`config.mk`:
```
export PLATFORM = sky130hd
export DESIGN_NAME = btn_event_decoder
export DESIGN_NICKNAME = d
export VERILOG_FILES = /design/src/rtl/btn_event_decoder.sv
export SDC_FILE = /design/constraint.sdc
export NUM_CORES = 1
export LEC_CHECK = 0
export CAP_MARGIN = 20
export CORE_MARGIN = 8
export CORE_UTILIZATION = 60
export DETAILED_ROUTE_END_ITERATION = 8
export GPL_ROUTABILITY_DRIVEN = 0
export GPL_TIMING_DRIVEN = 0
export HOLD_SLACK_MARGIN = 0.06
export PLACE_DENSITY = 0.79
export SYNTH_ARGS = -nofsm -noshare
export SYNTH_HDL_FRONTEND = slang
export SYNTH_SLANG_ARGS = --single-unit
```
`constraint.sdc`:
```
create_clock -name CLK -period 4.9 [get_ports CLK]
set_clock_uncertainty 0.05 [all_clocks]
set_input_delay 0.98 -clock CLK [delete_from_list [all_inputs] [get_ports CLK]]
set_output_delay 0.98 -clock CLK [all_outputs]
set_load 0.03 [all_outputs]
```
`src/rtl/btn_event_decoder.sv`:
```
// btn_event_decoder: classifies debounced button gestures into short press,
// long press and double click. Each gesture produces one registered pulse.
// HELD stays high for as long as a long press is held.
module btn_event_decoder #(
    parameter int unsigned LONG_CYCLES   = 100_000_000,
    parameter int unsigned DCLICK_CYCLES = 30_000_000,
    parameter int unsigned CNT_W         = 27
) (
    input  logic CLK,
    input  logic RST_N,
    input  logic BTN_DBOUN,
    output logic SHORT_P,
    output logic LONG_P,
    output logic DOUBLE_P,
    output logic HELD
);

    typedef enum logic [2:0] {
        S_IDLE,
        S_PRESS1,
        S_LONG_HOLD,
        S_WAIT2,
        S_PRESS2
    } state_t;

    localparam logic [CNT_W-1:0] LONG_LIM   = CNT_W'(LONG_CYCLES);
    localparam logic [CNT_W-1:0] DCLICK_LIM = CNT_W'(DCLICK_CYCLES);

    state_t           state_q, state_d;
    logic [CNT_W-1:0] cnt_q, cnt_d;
    logic             btn_q;
    logic             short_q, short_d;
    logic             long_q, long_d;
    logic             double_q, double_d;
    logic             held_q, held_d;

    logic             rise, fall;
    logic [CNT_W-1:0] cnt_inc;

    // Edge detection and a saturating increment shared by the counting states
    always_comb begin
        rise    = BTN_DBOUN & ~btn_q;
        fall    = ~BTN_DBOUN & btn_q;
        cnt_inc = (cnt_q == '1) ? cnt_q : cnt_q + 1'b1;
    end

    // Next-state, counter and registered-output decode
    always_comb begin
        state_d  = state_q;
        cnt_d    = cnt_q;
        short_d  = 1'b0;
        long_d   = 1'b0;
        double_d = 1'b0;
        held_d   = 1'b0;
        unique case (state_q)
            S_IDLE: begin
                if (rise) begin
                    state_d = S_PRESS1;
                    cnt_d   = CNT_W'(1);
                end
            end
            S_PRESS1: begin
                if (fall) begin
                    state_d = S_WAIT2;
                    cnt_d   = '0;
                end else if (BTN_DBOUN) begin
                    cnt_d = cnt_inc;
                    if (cnt_inc == LONG_LIM) begin
                        long_d  = 1'b1;
                        held_d  = 1'b1;
                        state_d = S_LONG_HOLD;
                    end
                end
            end
            S_LONG_HOLD: begin
                if (fall) begin
                    state_d = S_IDLE;
                end else begin
                    held_d = 1'b1;
                end
            end
            S_WAIT2: begin
                // A rise on the expiry edge still counts as the second click
                if (rise) begin
                    state_d = S_PRESS2;
                end else begin
                    cnt_d = cnt_inc;
                    if (cnt_inc == DCLICK_LIM) begin
                        short_d = 1'b1;
                        state_d = S_IDLE;
                    end
                end
            end
            S_PRESS2: begin
                if (fall) begin
                    double_d = 1'b1;
                    state_d  = S_IDLE;
                end
            end
            default: state_d = S_IDLE;
        endcase
    end

    // State, counter, previous-sample and output registers
    always_ff @(posedge CLK or negedge RST_N) begin
        if (!RST_N) begin
            state_q  <= S_IDLE;
            cnt_q    <= '0;
            btn_q    <= 1'b1;
            short_q  <= 1'b0;
            long_q   <= 1'b0;
            double_q <= 1'b0;
            held_q   <= 1'b0;
        end else begin
            state_q  <= state_d;
            cnt_q    <= cnt_d;
            btn_q    <= BTN_DBOUN;
            short_q  <= short_d;
            long_q   <= long_d;
            double_q <= double_d;
            held_q   <= held_d;
        end
    end

    assign SHORT_P  = short_q;
    assign LONG_P   = long_q;
    assign DOUBLE_P = double_q;
    assign HELD     = held_q;

endmodule

```
==> flow_metrics.tcl <==
set metrics [dict create \
    fin_area_um2 2750 \
    route.antenna.remaining_nets 0 \
    wirelength_um 6790 \
    maxSlewViolCount 0 \
    finalCriticalPeriod_ns 3.19 \
    setup_tns_ns 0 \
    avgRoutedWirePerCell_um 17.9 \
    syn_nets 320 \
    synth.avg_cell_area_um2 7.97 \
    critPathMaxFanout 10 \
    ctsHtreeMaxLevel 2 \
    worstHoldPathType "reg2reg" \
    port_buffers 6 \
    yosys.cell_types.count 56 \
    grt_pass1_wl_um 11300 \
    synth-seq-cells 35 \
    placed_cell_area_um2 2640 \
    worst_slew_pin_slew_ns 0.791 \
    finalNetCount 333 \
    drive_above_1_share 0.0939 \
    grt_pass1_vias 2291 \
    drc_errors 0 \
    cp-start-kind "flop" \
    cts_resized 0 \
    cts-root-buf "clkbuf_8" \
    antenna_found_initial 0 \
    syn_to_final_growth_pct 9.34 \
    cp-startpoint "cnt_q[0]" \
    synthArstFlopShare 1.00 \
    p_per_area_nw_per_um2 376 \
    outcome "finished clean" \
    ctsHoldBuffers 0 \
    p_leak_nw 1.13 \
    end_kind "flop" \
    total_power_w 0.00104 \
    yosysSeqAreaShare 0.348 \
    chipWidth_um 80.8 \
    drt_iter0_drc 327 \
    wl_met3_um 441 \
    core-area_um2 4030 \
    cts.sinks 35 \
    vias 2513 \
    relSlewSlack 0.472 \
    post-route-period-util 0.651 \
    vias_per_cell 6.61 \
    topRoutingLayerUsed "met4" \
    die_h_um 80.8 \
    cts_max_path_buffers 2 \
    rows 23 \
    cp_data_arrival_time_ns 3.37 \
    cap_violations 0 \
    synth_ff_type "dfrtp_1" \
    met1_length_um 3020 \
    synth_edf_count 0 \
    dieArea_um2 6520 \
    holdCritStartpoint "cnt_q[26]" \
    numCtsBuffers 5 \
    ios 7 \
    clk_pin_slew_ns 0.07 \
    dr.pass1.iters 5 \
    setup_ws_ns 1.71 \
    floorplan.initialDensity 0.625 \
    crit_required_ns 5.08 \
    grt-ovfl-total 0 \
    grt_usage 0.221 \
    diodes 0 \
    grt_max_degree 36 \
    ys_warn_count 0 \
    vdd_drop_max_mv 0.335 \
    pre_cts_slack_ns 1.54 \
    rsz0062_at_grt "no" \
    clock.fmax_mhz 314 \
    syn_area_um2 2520 \
    tritoncts "built" \
    worst_hold_slack_ns 0.526 \
    finalHoldViolations 0 \
    dpl.hpwl_um 4930 \
    met2_length_um 3200 \
    syn_inst 316 \
    critical_path_class "reg2reg" \
    setup_viol_count_final 0 \
    reg2reg_from "cnt_q[0]" \
    worstSkewPairLatency_ns 0.30 \
    cts_setup_buffers 0 \
]
layout by cell type, fill, tap and decap left out, types with 3 or more instances in the layout:
cell	instances
a21oi_1	26
xnor2_1	4
and3_1	12
nand3_1	16
inv_1	8
and4_1	9
o21ai_0	39
or3_1	3
o31ai_1	3
clkdlybuf4s50_1	5
clkbuf_1	11
a22o_1	3
buf_2	11
nor2_1	27
clkbuf_8	6
nand2_1	30
a31oi_1	6
dfrtp_1	34
buf_6	3
xor2_1	3
a211oi_1	3
nor3_1	7
nand4_1	10
nor4_1	5
cells in the mapped netlist, types with 3 or more instances:
| cell type | number | area share |
|---|---|---|
| o21ai_0 | 39 | 0.078 |
| dfrtp_1 | 34 | 0.34 |
| nand2_1 | 30 | 0.045 |
| nor2_1 | 27 | 0.040 |
| a21oi_1 | 26 | 0.052 |
| nand3_1 | 16 | 0.032 |
| and3_1 | 12 | 0.030 |
| clkbuf_1 | 11 | 0.016 |
| buf_2 | 10 | 0.020 |
| nand4_1 | 10 | 0.025 |
| and4_1 | 9 | 0.031 |
| inv_1 | 8 | 0.012 |
| nor3_1 | 7 | 0.014 |
| a31oi_1 | 6 | 0.015 |
| nor4_1 | 5 | 0.012 |
| xnor2_1 | 4 | 0.014 |
| a211oi_1 | 3 | 0.0089 |
| a22o_1 | 3 | 0.010 |
| buf_6 | 3 | 0.013 |
| o31ai_1 | 3 | 0.0089 |
| or3_1 | 3 | 0.0075 |
| xor2_1 | 3 | 0.010 |
state kept, by name (all words and copies together), names as in the netlist:
| name | cells |
|---|---|
| LONG_P | 1 |
| SHORT_P | 1 |
| cnt_q | 27 |
| btn_q | 1 |
| HELD | 1 |
| state_q | 3 |
| DOUBLE_P | 1 |
power breakdown:
part / leakage, nW / total, W / internal [W] / switching (W)
combinational: 0.591 / 0.000406 / 0.000120 / 0.000286
clock: 0.0612 / 0.000275 / 0.000165 / 0.000110
sequential: 0.475 / 0.000355 / 0.000322 / 0.0000329
cell families (layout without fill, tap and decap cells):
kind of cell / after synthesis / in the layout / share of synthesized area
simple gates: 138 / 138 / 0.304
compound gates: 101 / 101 / 0.249
flops: 35 / 35 / 0.348
buf+inv: 32 / 46 / 0.0616
xor+xnor: 7 / 7 / 0.0244
mux: 2 / 2 / 0.00795
fa+ha+maj: 1 / 1 / 0.00497
cell type report:
cell class,instances,area (um^2)
Inverter,8,30.0
Clock inverter,2,35.0
Clock buffer,6,82.6
Sequential cell,35,877
Buffer,24,125
Tap cell,50,62.6
Fill cell,364,1280
Timing Repair Buffer,6,55.1
Multi-Input combinational cell,249,1490
metrics by stage:
stage                     std cells   util
after floorplan                 316      -
after global placement          372  0.655
after detailed placement        372  0.654
after CTS                       380  0.683
after global routing            380  0.683
final                           380  0.683
per-layer routing:
layer / up-vias / global-route usage
met5: - / 0
met4: 0 / 0.0839
met3: 17 / 0.0486
met2: 104 / 0.346
met1: 1188 / 0.291
li1: 1204 / -
final timing paths:
check / to / slack, ns / cells after the start
min in group asynchronous: cnt_q[5] / 0.71 / 1
max in group asynchronous: cnt_q[9] / 3.57 / 1
min: cnt_q[26] / 0.53 / 1
min reg2reg: cnt_q[26] / 0.53 / 1
max reg2reg: state_q[0] / 1.71 / 12
max: state_q[0] / 1.71 / 12
critical path, stage by stage, from the launching register on:
cell      delay [ns]
dfrtp_1         0.44
ha_1            0.28
and4_1          0.16
buf_2           0.15
and3_4          0.18
buf_6           0.14
and3_1          0.14
buf_2           0.17
or3_1           0.37
a211oi_1        0.33
a41oi_1         0.24
a2111o_1        0.42
nand3_1         0.06
No activity file was read; power rests on OpenSTA's default activity.
